## src/rtl/lock_supervisor.sv

```systemverilog
// Combination-lock supervisor: captures a 6-digit code, checks it against the
// unlock combination, opens on a match and locks out after repeated failures.
// Partial entries are discarded after an idle timeout.
// Optional build macro LOCK_PROGRAM_EN adds a prog input and a reprogrammable
// combination register; without it the combination is the constant COMBO.
//
// state      | meaning
// -----------+---------------------------------------------------------------
// ST_ENTRY   | collecting digits; idle timer discards a partial entry
// ST_CHECK   | one-cycle compare of the captured code against the combination
// ST_OPEN    | unlocked; waits for relock (or prog when programming is built)
// ST_LOCKOUT | all entry ignored until the lockout timer expires
// ST_PROG    | (LOCK_PROGRAM_EN only) collecting a new 6-digit combination
module lock_supervisor #(
  parameter logic [5:0] COMBO          = 6'b110_110,
  parameter int         MAX_FAIL       = 3,
  parameter int         LOCKOUT_CYCLES = 16,
  parameter int         ENTRY_TIMEOUT  = 32
) (
  input  logic       clock,
  input  logic       reset,
  input  logic       enter,
  input  logic       in_1,
  input  logic       in_0,
  input  logic       relock,
`ifdef LOCK_PROGRAM_EN
  input  logic       prog,
`endif
  output logic [6:0] seg_disp,
  output logic       unlocked,
  output logic       lockout,
  output logic [1:0] fail_cnt,
  output logic [2:0] digit_cnt
);

  localparam logic [6:0] SEG_LOCKED  = 7'b1000_111;
  localparam logic [6:0] SEG_OPEN    = 7'b1000_001;
  localparam logic [6:0] SEG_LOCKOUT = 7'b0111_111;

  localparam logic [1:0] FAIL_MAX  = 2'(MAX_FAIL);
  // Lockout timer counts LOCKOUT_CYCLES-1 down to 0 so the state lasts
  // exactly LOCKOUT_CYCLES clocks.
  localparam logic [7:0] LOCK_LOAD = 8'(LOCKOUT_CYCLES - 1);
  localparam logic [7:0] IDLE_LOAD = 8'(ENTRY_TIMEOUT);

  typedef enum logic [2:0] {
    ST_ENTRY   = 3'd0,
    ST_CHECK   = 3'd1,
    ST_OPEN    = 3'd2,
    ST_LOCKOUT = 3'd3
`ifdef LOCK_PROGRAM_EN
    , ST_PROG  = 3'd4
`endif
  } state_t;

  state_t     state_q, state_d;
  logic [5:0] capture_q, capture_d;
  logic [2:0] digit_d;
  logic       bad_q, bad_d;
  logic [1:0] fail_d;
  logic [7:0] lock_tmr_q, lock_tmr_d;
  logic [7:0] idle_tmr_q, idle_tmr_d;
  logic [6:0] seg_d;
  logic       unlocked_d;
  logic       lockout_d;
  logic [5:0] combo_q;
  logic       digit_bad;

  assign digit_bad = (in_1 == in_0);

`ifdef LOCK_PROGRAM_EN
  logic [5:0] combo_d;
`else
  assign combo_q = COMBO;
`endif

  // State and datapath registers; reset dominates every other input.
  always_ff @(posedge clock) begin
    if (!reset) begin
      state_q    <= ST_ENTRY;
      capture_q  <= '0;
      digit_cnt  <= '0;
      bad_q      <= 1'b0;
      fail_cnt   <= '0;
      lock_tmr_q <= '0;
      idle_tmr_q <= '0;
      seg_disp   <= SEG_LOCKED;
      unlocked   <= 1'b0;
      lockout    <= 1'b0;
`ifdef LOCK_PROGRAM_EN
      combo_q    <= COMBO;
`endif
    end else begin
      state_q    <= state_d;
      capture_q  <= capture_d;
      digit_cnt  <= digit_d;
      bad_q      <= bad_d;
      fail_cnt   <= fail_d;
      lock_tmr_q <= lock_tmr_d;
      idle_tmr_q <= idle_tmr_d;
      seg_disp   <= seg_d;
      unlocked   <= unlocked_d;
      lockout    <= lockout_d;
`ifdef LOCK_PROGRAM_EN
      combo_q    <= combo_d;
`endif
    end
  end

  // Next-state and next-datapath logic; outputs are decoded from the next
  // state so the display changes on the same edge as the state register.
  always_comb begin
    state_d    = state_q;
    capture_d  = capture_q;
    digit_d    = digit_cnt;
    bad_d      = bad_q;
    fail_d     = fail_cnt;
    lock_tmr_d = lock_tmr_q;
    idle_tmr_d = idle_tmr_q;
`ifdef LOCK_PROGRAM_EN
    combo_d    = combo_q;
`endif

    case (state_q)
      ST_ENTRY: begin
        if (enter) begin
          // Invalid digits are still shifted in so the attempt costs a try.
          capture_d  = {capture_q[4:0], in_1};
          digit_d    = digit_cnt + 3'd1;
          bad_d      = bad_q | digit_bad;
          idle_tmr_d = IDLE_LOAD;
          if (digit_cnt == 3'd5) state_d = ST_CHECK;
        end else if (digit_cnt != 3'd0) begin
          if (idle_tmr_q <= 8'd1) begin
            capture_d  = '0;
            digit_d    = '0;
            bad_d      = 1'b0;
            idle_tmr_d = '0;
          end else begin
            idle_tmr_d = idle_tmr_q - 8'd1;
          end
        end
      end

      ST_CHECK: begin
        idle_tmr_d = '0;
        if ((capture_q == combo_q) && !bad_q) begin
          state_d = ST_OPEN;
          fail_d  = '0;
        end else begin
          capture_d = '0;
          digit_d   = '0;
          bad_d     = 1'b0;
          if (fail_cnt < FAIL_MAX) fail_d = fail_cnt + 2'd1;
          if (fail_d == FAIL_MAX) begin
            state_d    = ST_LOCKOUT;
            lock_tmr_d = LOCK_LOAD;
          end else begin
            state_d = ST_ENTRY;
          end
        end
      end

      ST_OPEN: begin
        if (relock) begin
          state_d   = ST_ENTRY;
          capture_d = '0;
          digit_d   = '0;
          bad_d     = 1'b0;
        end
`ifdef LOCK_PROGRAM_EN
        else if (prog) begin
          state_d   = ST_PROG;
          capture_d = '0;
          digit_d   = '0;
          bad_d     = 1'b0;
        end
`endif
      end

      ST_LOCKOUT: begin
        if (lock_tmr_q == 8'd0) begin
          state_d = ST_ENTRY;
          fail_d  = '0;
        end else begin
          lock_tmr_d = lock_tmr_q - 8'd1;
        end
      end

`ifdef LOCK_PROGRAM_EN
      ST_PROG: begin
        if (enter) begin
          if (digit_bad) begin
            // Abort leaves the stored combination untouched.
            state_d   = ST_OPEN;
            capture_d = '0;
            digit_d   = '0;
          end else if (digit_cnt == 3'd5) begin
            combo_d   = {capture_q[4:0], in_1};
            state_d   = ST_OPEN;
            capture_d = '0;
            digit_d   = '0;
          end else begin
            capture_d = {capture_q[4:0], in_1};
            digit_d   = digit_cnt + 3'd1;
          end
        end
      end
`endif

      default: begin
        state_d    = ST_ENTRY;
        capture_d  = '0;
        digit_d    = '0;
        bad_d      = 1'b0;
        fail_d     = '0;
        lock_tmr_d = '0;
        idle_tmr_d = '0;
      end
    endcase

    seg_d      = SEG_LOCKED;
    unlocked_d = 1'b0;
    lockout_d  = 1'b0;
    case (state_d)
      ST_OPEN: begin
        seg_d      = SEG_OPEN;
        unlocked_d = 1'b1;
      end
      ST_LOCKOUT: begin
        seg_d     = SEG_LOCKOUT;
        lockout_d = 1'b1;
      end
`ifdef LOCK_PROGRAM_EN
      ST_PROG: seg_d = SEG_OPEN;
`endif
      default: seg_d = SEG_LOCKED;
    endcase
  end

endmodule

```

## config.mk

```make
export PLATFORM = sky130hd
export DESIGN_NAME = lock_supervisor
export DESIGN_NICKNAME = d
export VERILOG_FILES = /design/src/rtl/lock_supervisor.sv
export SDC_FILE = /design/constraint.sdc
export NUM_CORES = 1
export LEC_CHECK = 0
export BUFFER_PORTS_ARGS = -buffer_cell sky130_fd_sc_hd__buf_2
export CORE_UTILIZATION = 30
export DETAILED_ROUTE_END_ITERATION = 6
export PLACE_DENSITY_LB_ADDON = 0.1
export SYNTH_ARGS = -nofsm -noshare
export SYNTH_HDL_FRONTEND = slang
export SYNTH_SLANG_ARGS = --single-unit
```

## constraint.sdc

```tcl
create_clock -name clock -period 2.4 [get_ports clock]
set_clock_uncertainty 0.15 [all_clocks]
set_input_delay 0.48 -clock clock [delete_from_list [all_inputs] [get_ports clock]]
set_output_delay 0.48 -clock clock [all_outputs]
set_load 0.005 [all_outputs]
```

# Word-level counts from Yosys, hierarchy flattened
# Index checks and enable logic that the tools add are counted.
# word_totals
ff_bits,40
# classes
addsub,4
muxes,42
eq_ne,16
n_bitwise,4
n_lt_le_gt_ge,2
n_reduce_logical,11
# ops
cell,n
8-bit 2-to-1 mux,6
6-bit 2-to-1 mux,5
3-bit 2-to-1 mux,9
3-bit one-hot mux with 4 select lines,2
6-bit one-hot mux with 4 select lines,1
8-bit one-hot mux with 3 select lines,1
8-bit one-hot mux with 2 select lines,1
8-bit by 1-bit subtractor with 8-bit output (second input constant),2
2-bit 2-to-1 mux,7
7-bit one-hot mux with 2 select lines,1
3-bit by 2-bit equality test with 1-bit output (second input constant),4
2-bit inequality test (second input constant),5
8-bit by 1-bit <= comparator with 1-bit output (second input constant),1
8-bit zero test,1
1-bit 2-to-1 mux,7
6-bit equality test (second input constant),1
3-bit inequality test (second input constant),2
2-bit one-hot mux with 3 select lines,1
5-bit AND reduction,1
1-bit one-hot mux with 4 select lines,1
2-bit AND reduction,2
4-bit AND reduction,1
2-bit OR reduction,2
3-bit by 1-bit adder with 3-bit output (second input constant),1
12 further kinds,14

# Depth between registers and ports, before layout
# Gate-level depths: netlist of run 1.
# logic_depth
depth_word,10
ltp_mapped,8
ltp_nobuf,7

# Worst setup path after synthesis of run 1
# Ideal clock, no wire load.
# synth_path
path_type,flip-flop to flip-flop
startpoint,register lock_tmr_q[0]
endpoint,register lock_tmr_q[3]
t_required_ns,2.133
n_path_buf,0
arrival_time_ns,1.944
path_stages_with_launch,8
synth_period_minus_slack_ns,2.211
slack_ns,0.189
cell_sequence,dfxtp_1 -> inv_1 -> ha_1 -> or3b_2 -> o2111a_1 -> o31a_1 -> nor2b_4 -> a32o_1
# synth_between
elab_chain_len,3
elab_cells_between_ends,6
classes_between,1 x add/sub; 1 x eq/ne; 2 x mux; 2 x reduce/logical
# synth_lines
item,line_no,source
from (decl),61,"logic [7:0] lock_tmr_q, lock_tmr_d;"
from (signal assigned),99,lock_tmr_q <= lock_tmr_d;
8-bit by 1-bit subtractor with 8-bit output or 8-bit zero test (tied branches),"186, 182",
8-bit 2-to-1 mux or 2-bit inequality test (tied branches),--,
8-bit one-hot mux with 3 select lines or 4-bit AND reduction (tied branches),--,
# Several ways; a longest one is shown, not always the timed one. The select of a mux whose other input is x is not followed.
# A chain may end at the register's enable or synchronous reset.

# Worst setup path after layout of run 1
# layout_path
startpoint,register idle_tmr_q[2]
endpoint,register capture_q[4]
# layout_between
elab_chain_len,3
# layout_lines
item,line_no,source
from (decl),62,"logic [7:0] idle_tmr_q, idle_tmr_d;"
from (signal assigned),100,idle_tmr_q <= idle_tmr_d;
8-bit by 1-bit <= comparator with 1-bit output,134,if (idle_tmr_q <= 8'd1) begin
3-bit inequality test (no line),--,
5-bit AND reduction (no line),--,
to (signal assigned),95,capture_q <= capture_d;
to (decl),57,"logic [5:0] capture_q, capture_d;"
# Every way passes these cells.

==> results of run 1 <==
-- worst paths after layout --
kind | start | endpoint | slack (ps)
max | idle_tmr_q[2]$_SDFFE_PN0P_ | capture_q[4]$_SDFFE_PN0P_ | 140
min | in_1 | capture_q[0]$_SDFFE_PN0P_ | 300
max reg2reg | idle_tmr_q[2]$_SDFFE_PN0P_ | capture_q[4]$_SDFFE_PN0P_ | 140
min reg2reg | fail_cnt[0]$_SDFFE_PN0P_ | fail_cnt[0]$_SDFFE_PN0P_ | 330
-- registers in the layout, summed over array words and instances (netlist names) --
| name | count |
|---|---|
| state_q | 3 |
| unlocked | 1 |
| idle_tmr_q | 8 |
| lockout | 1 |
| digit_cnt | 3 |
| capture_q | 6 |
| fail_cnt | 2 |
| bad_q | 1 |
| lock_tmr_q | 8 |
| seg_disp | 2 |
-- cell type report --
type / instances / area share
inverters: 12 / 0.02320
multi-input cells: 131 / 0.4781
repair buffers: 20 / 0.05412
well taps: 72 / 0.04639
flip-flops and latches: 35 / 0.3608
clock buffers: 6 / 0.03737
-- kinds of logic after synthesis --
group / share of synthesized area
AO/OA/AOI/OAI: 0.2080
XOR/XNOR: 0.05021
adder cells (fa/ha/maj): 0.04304
buffers and inverters: 0.07030
flip-flops: 0.4017
other: 0.004306
AND/OR/NAND/NOR: 0.2224
-- routing by layer --
| layer | part of all wire | vias up |
|---|---|---|
| met5 | 0 | - |
| met4 | 0.016 | 0 |
| met3 | 0.037 | 6 |
| met2 | 0.45 | 19 |
| met1 | 0.50 | 664 |
| li1 | - | 709 |
-- critical path, cell delays in order (launching register included) --
cell and delay, ps:
sky130_fd_sc_hd__dfxtp_1 350, sky130_fd_sc_hd__or4_4 560, sky130_fd_sc_hd__o31ai_2 280, sky130_fd_sc_hd__o21ai_1 170, sky130_fd_sc_hd__nand2b_1 310, sky130_fd_sc_hd__a32o_1 320
-- where the power goes --
group	switching [mW]	internal [mW]
Combinational	0.108	0.0930
Clock	0.194	0.193
Sequential	0.0244	0.605
-- cell usage in the layout (no fill, tap or decap), types with 3 or more instances in the layout --
| master | synthesis | final |
|---|---|---|
| sky130_fd_sc_hd__a32o_1 | 10 | 10 |
| sky130_fd_sc_hd__xnor2_1 | 5 | 5 |
| sky130_fd_sc_hd__dfxtp_1 | 35 | 35 |
| sky130_fd_sc_hd__clkbuf_8 | 0 | 5 |
| sky130_fd_sc_hd__xor2_1 | 5 | 5 |
| sky130_fd_sc_hd__a31oi_1 | 3 | 3 |
| sky130_fd_sc_hd__nor2_1 | 15 | 15 |
| sky130_fd_sc_hd__nand2b_1 | 4 | 4 |
| sky130_fd_sc_hd__nand2_1 | 16 | 16 |
| sky130_fd_sc_hd__o21ai_0 | 4 | 4 |
| sky130_fd_sc_hd__or4_1 | 3 | 3 |
| sky130_fd_sc_hd__a21oi_1 | 5 | 5 |
| sky130_fd_sc_hd__nand3b_1 | 3 | 3 |
| sky130_fd_sc_hd__inv_1 | 12 | 12 |
| sky130_fd_sc_hd__nand3_1 | 3 | 3 |
| sky130_fd_sc_hd__ha_1 | 6 | 6 |
| sky130_fd_sc_hd__a21boi_0 | 3 | 3 |
| sky130_fd_sc_hd__buf_2 | 2 | 18 |
-- per-stage QoR --
| step | std cells | cell area [um2] | hold slack [ps] | util |
|---|---|---|---|---|
| after global placement | 270 | 1862 | 317.6 | 0.3360 |
| after CTS | 276 | 1934 | 284.2 | 0.3491 |
| final | 276 | 1942 | 297.4 | 0.3505 |
| after detailed placement | 270 | 1862 | 326.3 | 0.3360 |
| after floorplan | 192 | 1744 | 301.2 | - |
| after global routing | 276 | 1942 | 290.4 | 0.3505 |
==> run_summary.xml, run 1 <==
<?xml version="1.0" encoding="UTF-8"?>
<metrics>
  <group name="placed_design">
    <metric name="gpl.final_weighted_congestion" unit="">0.7392</metric>
    <metric name="port-buffer-count" unit="">18</metric>
    <metric name="hpwlAfterDp" unit="mm">2.616</metric>
    <metric name="dp_slack" unit="ps">60.58</metric>
  </group>
  <group name="clocking">
    <metric name="cts_made_buffers" unit="">5</metric>
    <metric name="clock_tree.htree_level_count" unit="">2</metric>
    <metric name="clk_pin_slew" unit="ps">70</metric>
    <metric name="postCtsHoldBufs" unit="">0</metric>
    <metric name="clk_latency" unit="ps">280</metric>
    <metric name="clock-sinks" unit="">35</metric>
    <metric name="clk_root_buffer_cell" unit="">sky130_fd_sc_hd__clkbuf_8</metric>
    <metric name="clock_path_buffers" unit="">2</metric>
    <metric name="ctsResizeCount" unit="">0</metric>
    <metric name="cts_setup_buffers" unit="">0</metric>
    <metric name="tritoncts_clock_tree" unit="">yes</metric>
  </group>
  <group name="sta">
    <metric name="post-route-worst-setup-slack" unit="ps">142.3</metric>
    <metric name="worstMarginPinSlew" unit="ps">697.3</metric>
    <metric name="timing.fmax" unit="GHz">0.4429</metric>
    <metric name="setup_tns" unit="ps">0</metric>
    <metric name="final_period_minus_worst_setup_slack" unit="ps">2258</metric>
    <metric name="final_setup_vio_count" unit="">0</metric>
    <metric name="worst_max_slew_margin_expressed_relative_to_the_limit" unit="">0.5320</metric>
    <metric name="grt_setup_unrepaired" unit="">false</metric>
    <metric name="finalMaxSlewViolations" unit="">0</metric>
    <metric name="timing.final.crit_share" unit="">0.9407</metric>
    <metric name="finalHoldViolCount" unit="">0</metric>
  </group>
  <group name="final_layout">
    <metric name="layout.nets" unit="">217</metric>
    <metric name="multi_input_area" unit="um2">928.4</metric>
    <metric name="area.sequential" unit="um2">700.7</metric>
    <metric name="syn2layout_area_growth" unit="%">11.33</metric>
    <metric name="final.fill_count" unit="">590</metric>
    <metric name="insertedDiodeCount" unit="">0</metric>
    <metric name="drive_gt1_frac" unit="">0.1765</metric>
  </group>
  <group name="power_and_ir_drop">
    <metric name="power.total" unit="mW">1.218</metric>
    <metric name="max-vdd-ir-drop" unit="V">0.0002377</metric>
    <metric name="power.leakage" unit="nW">0.8180</metric>
    <metric name="pwr_density_cell" unit="mW/mm2">627.2</metric>
  </group>
  <group name="routing">
    <metric name="dr_total_vias" unit="">1398</metric>
    <metric name="avgRoutedWirePerCell" unit="um">13.12</metric>
    <metric name="detail_route.wirelength" unit="mm">3.621</metric>
    <metric name="dr.first_iter.drc_count" unit="">48</metric>
    <metric name="final_antenna_net_count" unit="">0</metric>
    <metric name="vias_per_cell" unit="">5.065</metric>
    <metric name="post-route-drc-count" unit="">0</metric>
    <metric name="first_pass_iters" unit="">4</metric>
  </group>
  <group name="logic_synthesis">
    <metric name="postSynthCellCount" unit="">192</metric>
    <metric name="synth-async-reset-ratio" unit="">0</metric>
    <metric name="synth-edff-count" unit="">0</metric>
    <metric name="yosysTopAreaCell" unit="">sky130_fd_sc_hd__dfxtp_1</metric>
    <metric name="synth_fp_nets" unit="">204</metric>
    <metric name="seq_area_frac_synth" unit="">0.4017</metric>
    <metric name="synthTopCellsByArea" unit="">sky130_fd_sc_hd__dfxtp_1 (40%), sky130_fd_sc_hd__a32o_1 (5.7%), sky130_fd_sc_hd__ha_1 (4.3%)</metric>
    <metric name="post-synth-top-area-fraction" unit="">0.4017</metric>
    <metric name="yosys.cell_types.count" unit="">51</metric>
    <metric name="synth_seq_cells" unit="">35</metric>
    <metric name="dominantRegCellSynth" unit="">sky130_fd_sc_hd__dfxtp_1</metric>
    <metric name="netlist_top_cells_count" unit="">sky130_fd_sc_hd__dfxtp_1 (35), sky130_fd_sc_hd__nand2_1 (16), sky130_fd_sc_hd__nor2_1 (15)</metric>
    <metric name="synthesis.area" unit="mm2">0.001744</metric>
    <metric name="yosys_warnings" unit="">0</metric>
    <metric name="avgSynthCellArea" unit="um2">9.084</metric>
    <metric name="synth.most_common_cell" unit="">sky130_fd_sc_hd__dfxtp_1</metric>
  </group>
  <group name="die">
    <metric name="dieHeight" unit="um">78.25</metric>
    <metric name="core_area" unit="mm2">0.005540</metric>
    <metric name="io_pins" unit="">20</metric>
    <metric name="initial_core_util" unit="">0.3148</metric>
    <metric name="die_area" unit="mm2">0.006123</metric>
    <metric name="core.rowCount" unit="">27</metric>
    <metric name="die_width" unit="um">78.25</metric>
  </group>
  <group name="global_routing">
    <metric name="grt_pass1_wl" unit="mm">6.313</metric>
    <metric name="gr-usage-met3" unit="">0.04186</metric>
    <metric name="tot_gr_track_use" unit="">0.1322</metric>
    <metric name="busiest_layer" unit="">met2</metric>
    <metric name="first_global_vias" unit="">1334</metric>
    <metric name="grt_start_max_net_pins" unit="">18</metric>
    <metric name="grt.met2_usage" unit="">0.1974</metric>
    <metric name="grt_overflow" unit="">0</metric>
    <metric name="use_met1" unit="">0.1729</metric>
    <metric name="antenna_found_initial" unit="">0</metric>
  </group>
  <group name="critical_path">
    <metric name="worst_setup_path_start_kind" unit="">flip-flop</metric>
    <metric name="timing.critical_path.arrival" unit="ps">2280</metric>
    <metric name="timing.setup.critical_path_class" unit="">flip-flop to flip-flop</metric>
    <metric name="critical_path_required" unit="ps">2420</metric>
    <metric name="crit_path_max_fanout" unit="">8</metric>
    <metric name="ff2ff_path_depth" unit="">5</metric>
    <metric name="worst_setup_path_end_kind" unit="">flip-flop</metric>
  </group>
  <group name="status">
    <metric name="status" unit="">finished clean</metric>
  </group>
  <group name="job">
    <metric name="drv_cap" unit="">0</metric>
  </group>
  <group name="worst_hold_path">
    <metric name="min_delay_path_depth" unit="">2</metric>
    <metric name="hold_class" unit="">input port to flip-flop</metric>
  </group>
</metrics>
(Power assumes the default switching activity.)
==> inputs of run 2 (changes only) <==
--- a/config.mk
+++ b/config.mk
@@ -6,7 +6,9 @@
 export NUM_CORES = 1
 export LEC_CHECK = 0
 export BUFFER_PORTS_ARGS = -buffer_cell sky130_fd_sc_hd__buf_2
+export CAP_MARGIN = 15
 export CORE_UTILIZATION = 30
+export CTS_BUF_LIST = sky130_fd_sc_hd__clkbuf_8 sky130_fd_sc_hd__clkbuf_16
 export DETAILED_ROUTE_END_ITERATION = 6
 export PLACE_DENSITY_LB_ADDON = 0.1
 export SYNTH_ARGS = -nofsm -noshare
==> run 2 against run 1 <==
Net effect: global-route usage did not move; non-clock buffer count unchanged; sequential cell count stayed put; via count about the same; clock power fell by 1%; hold slack got worse by 0.91 ps; critical endpoint unchanged; largest cell class unchanged; highest routed layer unchanged.
==> run_summary.xml, run 2 (same netlist as run 1, synthesis figures left out) <==
<?xml version="1.0" encoding="UTF-8"?>
<metrics>
  <group name="die">
    <metric name="io_pins" unit="">20</metric>
    <metric name="dieHeight" unit="um">78.25</metric>
    <metric name="core_area" unit="mm2">0.005540</metric>
    <metric name="core.rowCount" unit="">27</metric>
    <metric name="initial_core_util" unit="">0.3148</metric>
    <metric name="die_area" unit="mm2">0.006123</metric>
    <metric name="die_width" unit="um">78.25</metric>
  </group>
  <group name="clocking">
    <metric name="clock_path_buffers" unit="">2</metric>
    <metric name="ctsResizeCount" unit="">0</metric>
    <metric name="clk_pin_slew" unit="ps">70</metric>
    <metric name="clock_tree.htree_level_count" unit="">2</metric>
    <metric name="clk_latency" unit="ps">280</metric>
    <metric name="cts_made_buffers" unit="">5</metric>
    <metric name="cts_setup_buffers" unit="">0</metric>
    <metric name="tritoncts_clock_tree" unit="">yes</metric>
    <metric name="clk_root_buffer_cell" unit="">sky130_fd_sc_hd__clkbuf_8</metric>
    <metric name="clock-sinks" unit="">35</metric>
    <metric name="postCtsHoldBufs" unit="">0</metric>
  </group>
  <group name="global_routing">
    <metric name="grt_start_max_net_pins" unit="">18</metric>
    <metric name="first_global_vias" unit="">1334</metric>
    <metric name="grt_pass1_wl" unit="mm">6.313</metric>
    <metric name="tot_gr_track_use" unit="">0.1322</metric>
    <metric name="antenna_found_initial" unit="">0</metric>
    <metric name="grt_overflow" unit="">0</metric>
  </group>
  <group name="routing">
    <metric name="detail_route.wirelength" unit="mm">3.627</metric>
    <metric name="dr_total_vias" unit="">1397</metric>
    <metric name="dr.first_iter.drc_count" unit="">49</metric>
    <metric name="first_pass_iters" unit="">4</metric>
    <metric name="vias_per_cell" unit="">5.062</metric>
    <metric name="post-route-drc-count" unit="">0</metric>
    <metric name="avgRoutedWirePerCell" unit="um">13.14</metric>
    <metric name="final_antenna_net_count" unit="">0</metric>
  </group>
  <group name="final_layout">
    <metric name="largest_registers" unit="">idle_tmr_q (8), lock_tmr_q (8), capture_q (6)</metric>
    <metric name="syn2layout_area_growth" unit="%">11.33</metric>
    <metric name="multi_input_area" unit="um2">928.4</metric>
    <metric name="layout.nets" unit="">217</metric>
    <metric name="final.fill_count" unit="">590</metric>
    <metric name="insertedDiodeCount" unit="">0</metric>
    <metric name="drive_gt1_frac" unit="">0.1765</metric>
    <metric name="mostFrequentLayoutCell" unit="">sky130_fd_sc_hd__dfxtp_1</metric>
    <metric name="area.sequential" unit="um2">700.7</metric>
    <metric name="most-common-layout-cells" unit="">sky130_fd_sc_hd__dfxtp_1 (35), sky130_fd_sc_hd__buf_2 (18), sky130_fd_sc_hd__nand2_1 (16), sky130_fd_sc_hd__nor2_1 (15), sky130_fd_sc_hd__inv_1 (13)</metric>
  </group>
  <group name="power_and_ir_drop">
    <metric name="combPwrFrac" unit="">0.166</metric>
    <metric name="seqPwrFrac" unit="">0.518</metric>
    <metric name="max-vdd-ir-drop" unit="V">0.0002385</metric>
    <metric name="power.total" unit="mW">1.215</metric>
    <metric name="switching_fraction_of_total_power" unit="">0.2700</metric>
    <metric name="pwr-share-clk" unit="">0.316</metric>
    <metric name="switchingPower" unit="mW">0.3280</metric>
    <metric name="pwr_density_cell" unit="mW/mm2">625.5</metric>
    <metric name="power.leakage" unit="nW">0.8222</metric>
    <metric name="p_int" unit="mW">0.8867</metric>
  </group>
  <group name="placed_design">
    <metric name="hpwlAfterDp" unit="mm">2.616</metric>
    <metric name="gpl.final_weighted_congestion" unit="">0.7392</metric>
    <metric name="port-buffer-count" unit="">18</metric>
  </group>
  <group name="sta">
    <metric name="finalMaxSlewViolations" unit="">0</metric>
    <metric name="timing.final.crit_share" unit="">0.9454</metric>
    <metric name="final_period_minus_worst_setup_slack" unit="ps">2269</metric>
    <metric name="grt_setup_unrepaired" unit="">false</metric>
    <metric name="worst_max_slew_margin_expressed_relative_to_the_limit" unit="">0.5320</metric>
    <metric name="finalHoldViolCount" unit="">0</metric>
    <metric name="final_setup_vio_count" unit="">0</metric>
    <metric name="worstMarginPinSlew" unit="ps">697.3</metric>
    <metric name="timing.fmax" unit="GHz">0.4407</metric>
    <metric name="setup_tns" unit="ps">0</metric>
    <metric name="fin_hold_ws" unit="ps">296.5</metric>
  </group>
  <group name="critical_path">
    <metric name="timing.setup.critical_path_class" unit="">flip-flop to flip-flop</metric>
    <metric name="worst_setup_path_end_kind" unit="">flip-flop</metric>
    <metric name="timing.critical_path.arrival" unit="ps">2290</metric>
    <metric name="critical_path_required" unit="ps">2420</metric>
    <metric name="worst_setup_path_start_kind" unit="">flip-flop</metric>
    <metric name="setup.reg_to_reg.worst_slack" unit="ps">130</metric>
    <metric name="crit_path_max_fanout" unit="">8</metric>
  </group>
  <group name="status">
    <metric name="status" unit="">finished clean</metric>
  </group>
  <group name="job">
    <metric name="drv_cap" unit="">0</metric>
  </group>
  <group name="worst_hold_path">
    <metric name="hold_class" unit="">input port to flip-flop</metric>
  </group>
</metrics>
run 2: cell type report:
class                   instances  share of cell area
inverters                      12             0.02320
multi-input cells             131              0.4781
flip-flops and latches         35              0.3608
well taps                      72             0.04639
clock buffers                   5             0.03544
repair buffers                 20             0.05412
clock inverters                 1            0.001933
run 2: final timing paths:
check	start	to	cells after the start
setup / recovery	idle_tmr_q[2]$_SDFFE_PN0P_	capture_q[4]$_SDFFE_PN0P_	5
hold / removal	in_1	capture_q[0]$_SDFFE_PN0P_	2
setup reg to reg	idle_tmr_q[2]$_SDFFE_PN0P_	capture_q[4]$_SDFFE_PN0P_	5
hold reg to reg	fail_cnt[0]$_SDFFE_PN0P_	fail_cnt[0]$_SDFFE_PN0P_	2
run 2: critical path: stages, from the launching register on:
cell and delay (ps):
sky130_fd_sc_hd__dfxtp_1 350, sky130_fd_sc_hd__or4_4 560, sky130_fd_sc_hd__o31ai_2 280, sky130_fd_sc_hd__o21ai_1 180
sky130_fd_sc_hd__nand2b_1 320, sky130_fd_sc_hd__a32o_1 320
run 2: metrics by stage:
| stage | instances | setup WS [ps] | util | cell area (um2) |
|---|---|---|---|---|
| floorplan | 192 | 188.7 | - | 1744 |
| global placement | 270 | 102.2 | 0.3360 | 1862 |
| detailed placement | 270 | 60.58 | 0.3360 | 1862 |
| CTS | 276 | 36.45 | 0.3491 | 1934 |
| global route | 276 | 26.43 | 0.3505 | 1942 |
| finish | 276 | 131.1 | 0.3505 | 1942 |
run 2: routing by layer:
layer,wire length [um],global-route usage,up-vias
met5,0,0,-
met4,57,0.05926,0
met3,133,0.04186,6
met2,1624,0.1974,19
met1,1811,0.1729,663
li1,-,-,709
run 2: power groups by stage:
stage / registers (mW) / logic [mW] / clock network, mW
global placement: 0.641 / 0.198 / 0
floorplan: 0.637 / 0.166 / 0
detailed placement: 0.642 / 0.199 / 0
finish: 0.629 / 0.201 / 0.384
CTS: 0.629 / 0.201 / 0.407
global route: 0.633 / 0.229 / 0.437
